==> config.mk <==
export PLATFORM = sky130hd
export DESIGN_NAME = wave_param_loader
export DESIGN_NICKNAME = d
export VERILOG_FILES = /design/src/rtl/wave_param_loader.sv
export SDC_FILE = /design/constraint.sdc
export NUM_CORES = 1
export LEC_CHECK = 0
export CAP_MARGIN = 5
export CORE_UTILIZATION = 50
export DETAILED_ROUTE_END_ITERATION = 10
export PLACE_DENSITY = 0.74
export SYNTH_ARGS = -nofsm -noshare
export SYNTH_HDL_FRONTEND = slang
export SYNTH_SLANG_ARGS = --single-unit
==> constraint.sdc <==
create_clock -name clk -period 2.25 [get_ports clk]
set_clock_uncertainty 0.1 [all_clocks]
set_input_delay 0.225 -clock clk [delete_from_list [all_inputs] [get_ports clk]]
set_output_delay 0.225 -clock clk [all_outputs]
set_load 0.005 [all_outputs]
==> src/rtl/wave_param_loader.sv <==
// ============================================================================
// Module   : wave_param_loader
// Purpose  : Byte-serial loader for the 8-channel summing synth. 3-byte write
//            frames fill shadow registers; a COMMIT frame swaps all shadows onto
//            the active amps/offsets/phasewords buses in a single edge.
// Options  : PARAM_TIMEOUT_EN - abort partial frames after TIMEOUT_CYCLES idle
// Revision : 1.0 - initial release
// ============================================================================
`default_nettype none

module wave_param_loader #(
    parameter int NCH = 8
`ifdef PARAM_TIMEOUT_EN
    ,
    parameter int TIMEOUT_CYCLES = 1024
`endif
) (
    input  logic                 clk,
    input  logic                 reset,
    input  logic [7:0]           in_data,
    input  logic                 in_valid,
    output logic                 in_ready,
    input  logic                 err_clr,
    output logic [16*NCH-1:0]    amps,
    output logic [16*NCH-1:0]    offsets,
    output logic [16*NCH-1:0]    phasewords,
    output logic                 commit_done,
    output logic                 frame_err,
    output logic                 err_sticky
);

    localparam int c_W = 16 * NCH;

    typedef enum logic [1:0] {
        S_IDLE    = 2'd0,
        S_DATA_HI = 2'd1,
        S_DATA_LO = 2'd2,
        S_COMMIT  = 2'd3
    } state_t;

    state_t           r_state;
    state_t           w_state_nxt;
    logic [1:0]       r_cmd;
    logic [2:0]       r_chan;
    logic [7:0]       r_hi;
    logic [c_W-1:0]   r_sh_amp;
    logic [c_W-1:0]   r_sh_off;
    logic [c_W-1:0]   r_sh_pw;
    logic [c_W-1:0]   r_amps;
    logic [c_W-1:0]   r_offs;
    logic [c_W-1:0]   r_pws;
    logic             r_commit_done;
    logic             r_frame_err;
    logic             r_err_sticky;
    logic             w_accept;
    logic             w_timeout;
    logic             w_err_nxt;
    logic             w_commit_nxt;
    logic             w_wr;

    assign in_ready = (r_state != S_COMMIT);
    assign w_accept = in_valid && in_ready;

`ifdef PARAM_TIMEOUT_EN
    localparam int c_TO_W = $clog2(TIMEOUT_CYCLES + 1);
    logic [c_TO_W-1:0] r_to_cnt;
    logic              w_in_frame;

    assign w_in_frame = (r_state == S_DATA_HI) || (r_state == S_DATA_LO);
    // A byte arriving on the expiry cycle still wins, so nothing is dropped.
    assign w_timeout  = w_in_frame && !w_accept && (r_to_cnt == c_TO_W'(TIMEOUT_CYCLES));

    always_ff @(posedge clk or negedge reset) begin
        if (!reset) begin
            r_to_cnt <= '0;
        end else if (w_accept || !w_in_frame || w_timeout) begin
            r_to_cnt <= '0;
        end else begin
            r_to_cnt <= r_to_cnt + 1'b1;
        end
    end
`else
    assign w_timeout = 1'b0;
`endif

    always_ff @(posedge clk or negedge reset) begin
        if (!reset) begin
            r_state <= S_IDLE;
        end else begin
            r_state <= w_state_nxt;
        end
    end

    always_comb begin
        w_state_nxt  = r_state;
        w_err_nxt    = 1'b0;
        w_commit_nxt = 1'b0;
        w_wr         = 1'b0;
        case (r_state)
            S_IDLE: begin
                if (w_accept) begin
                    if (in_data[5:3] != 3'b000) begin
                        w_err_nxt = 1'b1;
                    end else if (in_data[7:6] == 2'b11) begin
                        w_state_nxt = S_COMMIT;
                    end else begin
                        w_state_nxt = S_DATA_HI;
                    end
                end
            end
            S_DATA_HI: begin
                if (w_timeout) begin
                    w_state_nxt = S_IDLE;
                    w_err_nxt   = 1'b1;
                end else if (w_accept) begin
                    w_state_nxt = S_DATA_LO;
                end
            end
            S_DATA_LO: begin
                if (w_timeout) begin
                    w_state_nxt = S_IDLE;
                    w_err_nxt   = 1'b1;
                end else if (w_accept) begin
                    w_wr        = 1'b1;
                    w_state_nxt = S_IDLE;
                end
            end
            S_COMMIT: begin
                w_commit_nxt = 1'b1;
                w_state_nxt  = S_IDLE;
            end
            default: begin
                w_state_nxt = S_IDLE;
            end
        endcase
    end

    always_ff @(posedge clk or negedge reset) begin
        if (!reset) begin
            r_cmd         <= 2'b00;
            r_chan        <= 3'b000;
            r_hi          <= 8'h00;
            r_sh_amp      <= '0;
            r_sh_off      <= '0;
            r_sh_pw       <= '0;
            r_amps        <= '0;
            r_offs        <= '0;
            r_pws         <= '0;
            r_commit_done <= 1'b0;
            r_frame_err   <= 1'b0;
            r_err_sticky  <= 1'b0;
        end else begin
            r_commit_done <= w_commit_nxt;
            r_frame_err   <= w_err_nxt;
            // A fresh error outranks a simultaneous clear.
            if (w_err_nxt) begin
                r_err_sticky <= 1'b1;
            end else if (err_clr) begin
                r_err_sticky <= 1'b0;
            end
            if ((r_state == S_IDLE) && w_accept) begin
                r_cmd  <= in_data[7:6];
                r_chan <= in_data[2:0];
            end
            if ((r_state == S_DATA_HI) && w_accept) begin
                r_hi <= in_data;
            end
            for (int n = 0; n < NCH; n++) begin
                if (w_wr && (r_chan == 3'(n))) begin
                    case (r_cmd)
                        2'b00:   r_sh_amp[16*n +: 16] <= {r_hi, in_data};
                        2'b01:   r_sh_off[16*n +: 16] <= {r_hi, in_data};
                        2'b10:   r_sh_pw[16*n +: 16]  <= {r_hi, in_data};
                        default: ;
                    endcase
                end
            end
            if (w_commit_nxt) begin
                r_amps <= r_sh_amp;
                r_offs <= r_sh_off;
                r_pws  <= r_sh_pw;
            end
        end
    end

    assign amps        = r_amps;
    assign offsets     = r_offs;
    assign phasewords  = r_pws;
    assign commit_done = r_commit_done;
    assign frame_err   = r_frame_err;
    assign err_sticky  = r_err_sticky;

endmodule

`default_nettype wire
==> metrics.md <==
| Metric | Value |
|---|---|
| Fmax | `between 400 and 500 MHz` |
| Yosys top cell by area | `dfrtp_1` |
| Synth top area share | `66.2%` |
| Final setup margin | `0.0621 ns` |
| Slew @ Worst Pin | `approximately 1.1 ns` |
| Max-cap viol count | `0` |
| Core area | `58900 um^2` |
| Yosys reg bits | `786` |
| Most common cell in the netlist | `dfrtp_1` |
| Grt ovf | `0` |
| Routed vias | `roughly 16k` |
| Synth cell types | `32` |
| Place WS | `0.130 ns` |
| FP Rows | `89` |
| CTS tree | `built` |
| Synthesized net count | `1740` |
| Detail Placement HPWL | `46500 um` |
| Area contributors post-synth | `dfrtp_1 (66%), mux2_2 (29%), buf_6 (1.9%), clkbuf_1 (0.44%), nand2_2 (0.34%)` |
| Hold Path Class | `input pin to asynchronous set/reset pin` |
| Worst slew margin | `29.1%` |
| Startpoint types | `register` |
| Dominant synthesized flop cell | `dfrtp_1` |
| Kind of critical path | `register to primary output` |
| # port buffers | `399` |
| Post-Synthesis Cell Area | `29700 um^2` |
| Pwr Density | `between 800 and 900 nW/um^2` |
| Final Hold Slack | `0.00789 ns` |
| Fillers | `approximately 4.1k` |
| TNS Setup | `0 ns` |
| First-pass DRT Iterations | `4` |
| Synth async-reset ratio | `100%` |
| Max VDD drop | `532 uV` |
| Synth Warn # | `0` |
| Share of layout cells above drive strength 1 | `46.5%` |
| Starting Density | `50.5%` |
| Cells after Synth | `between 1.5k and 2k` |
| ANT nets after route | `0` |
| RSZ-0062 raised after global routing | `false` |
| Tcrit/Tclk final | `97.2%` |
| Sink Count | `786` |
| Worst Path Required | `about 1.9 ns` |
| N_diodes | `0` |
| Die Outline Area | `60400 um^2` |
| # DRC | `0` |
| Total track usage | `between 20% and 30%` |
| Seq/Total Area, Yosys | `66.2%` |
| Crit Path Max Fanout | `7` |
| Final setup fails | `0` |
| Die extent in y | `246 um` |
| CTS max path bufs | `3` |
| CTS buffer count | `about 80` |
| Pleak | `18.9 nW` |
| Initial antenna violation count | `3` |
| FF-to-FF path depth | `6` |
| Gp weighted congestion | `0.784` |
| Via-to-Cell Ratio | `5.42` |
| Syn_area_per_cell | `approximately 17 um^2` |
| Worst reg2reg setup slack | `around 0.18 ns` |
| Die Wd | `246 um` |
| Latest clock arrival within the worst-skew pair | `~0.63 ns` |
| WL/cell | `between 20 and 25 um` |
| Final Hold Viols | `0` |
| Vias in the first global route | `about 18k` |
| Number of enable flip-flop cells after synthesis | `0` |
| Status | `finished, final reports clean` |
| Synth cell count leaders | `dfrtp_1 (786), mux2_2 (778), buf_6 (50)` |
| P&R area growth vs syn | `27.1%` |
| Final nets | `around 2.2k` |
| Tot Pwr | `~0.031 W` |
| IO Count | `400` |
| Routed wire length | `73200 um` |
| Setup crit end kind | `primary output` |
| DR iter-0 viols | `805` |
| Critical R2R Capture | `amps[93]$_DFFE_PN0N_` |
| Global-route wire length before repair | `111000 um` |
| H-tree Lvls | `3` |
| Period minus WS final | `~2.2 ns` |
| Root Driver | `clkbuf_16` |
| RR Startpoint | `r_state[0]$_DFFE_PN0P_` |
| Fin. max-slew vios | `0` |
| Largest net degree at the start of global routing | `96` |
| Clk slew on worst S/H paths | `0.06 ns` |
| Worst EP arrival | `1.86 ns` |
cell usage in the layout (no fill, tap or decap), types with 2 or more instances in the layout:
cell,count
inv_6,2
nand4b_1,3
clkdlybuf4s50_1,390
nor2b_1,2
mux2_2,778
clkbuf_1,15
bufinv_16,6
buf_4,43
and4bb_2,5
dlygate4sd3_1,3
mux2_4,3
dfrtp_2,8
nor2_4,2
clkbuf_16,80
dfrtp_1,778
nand2_2,16
clkbuf_8,22
nor2_2,6
buf_12,44
clkinv_8,3
nor4b_4,2
clkinv_2,10
nand4bb_1,2
nand2_1,2
buf_2,8
inv_16,2
power by group:
group / internal (W) / leakage, nW / total (W) / switching, W
clock network: 0.00799 / 1.33 / 0.0135 / 0.00547
logic: 0.000986 / 6.70 / 0.00182 / 0.000832
registers: 0.0149 / 10.9 / 0.0161 / 0.00122
what timing repair did:
| action | CTS | global route |
|---|---|---|
| endpoints found under the hold margin | 536 | 0 |
| hold buffers | 3 | 0 |
| endpoints found under the setup margin | 1 | 0 |
| setup buffers | 3 | 0 |
| gates resized for setup | 5 | 0 |
kinds of logic after synthesis:
logic type / synth area share [%]
mux: 29.6
compound gates: 0.0421
flops: 66.2
buf+inv: 2.79
simple gates: 1.40
critical path: stages (launching register included):
cell and delay, ns:
dfrtp_2 0.45, and2_4 0.21, inv_16 0.07, clkdlybuf4s50_1 0.50
worst max-delay path by stage:
| stage | startpoint | end | slack, ns | cells past startpoint |
|---|---|---|---|---|
| 3_5_place_dp | in_valid | r_sh_amp[58]$_DFFE_PN0P_ | 0.13 | 5 |
| 6_report | r_state[0]$_DFFE_PN0P_ | in_ready | 0.06 | 3 |
| 3_3_place_gp | in_valid | r_sh_pw[104]$_DFFE_PN0P_ | 0.16 | 7 |
| 4_1_cts | r_state[0]$_DFFE_PN0P_ | in_ready | 0.02 | 3 |
| 5_1_grt | r_state[0]$_DFFE_PN0P_ | in_ready | 0.02 | 3 |
| 2_1_floorplan | r_chan[0]$_DFFE_PN0P_ | r_sh_pw[37]$_DFFE_PN0P_ | 0.32 | 4 |
routing by layer:
layer	part of all wire (%)	GRT usage [%]
met5	0.020	0
met4	2.7	8.75
met3	5.0	4.58
met2	49	40.7
met1	43	33.2
per-stage QoR:
stage	instances	area, um^2	util, %
3_5_place_dp	2877	35000	59.5
4_1_cts	3024	37800	64.2
6_report	3024	37800	64.2
3_3_place_gp	2877	35000	59.5
5_1_grt	3024	37800	64.2
2_1_floorplan	1728	29700	-
state kept, by name, indices dropped and copies added (netlist names):
signal and cells:
offsets 128, r_chan 3, r_cmd 2, commit_done 1
r_sh_pw 128, phasewords 128, err_sticky 1, r_hi 8
r_sh_off 128, r_state 2, r_sh_amp 128, amps 128
frame_err 1
area by class of cell:
class	count	area, um^2	share of cell area, %
clock buffers	117	2360	6.25
flip-flops and latches	786	19700	52.1
clock inverters	24	335	0.887
repair buffers	489	5190	13.7
well taps	773	967	2.56
multi-input cells	833	9240	24.4
inverters	2	23.8	0.0629
No activity file was read; power rests on OpenSTA's default activity.
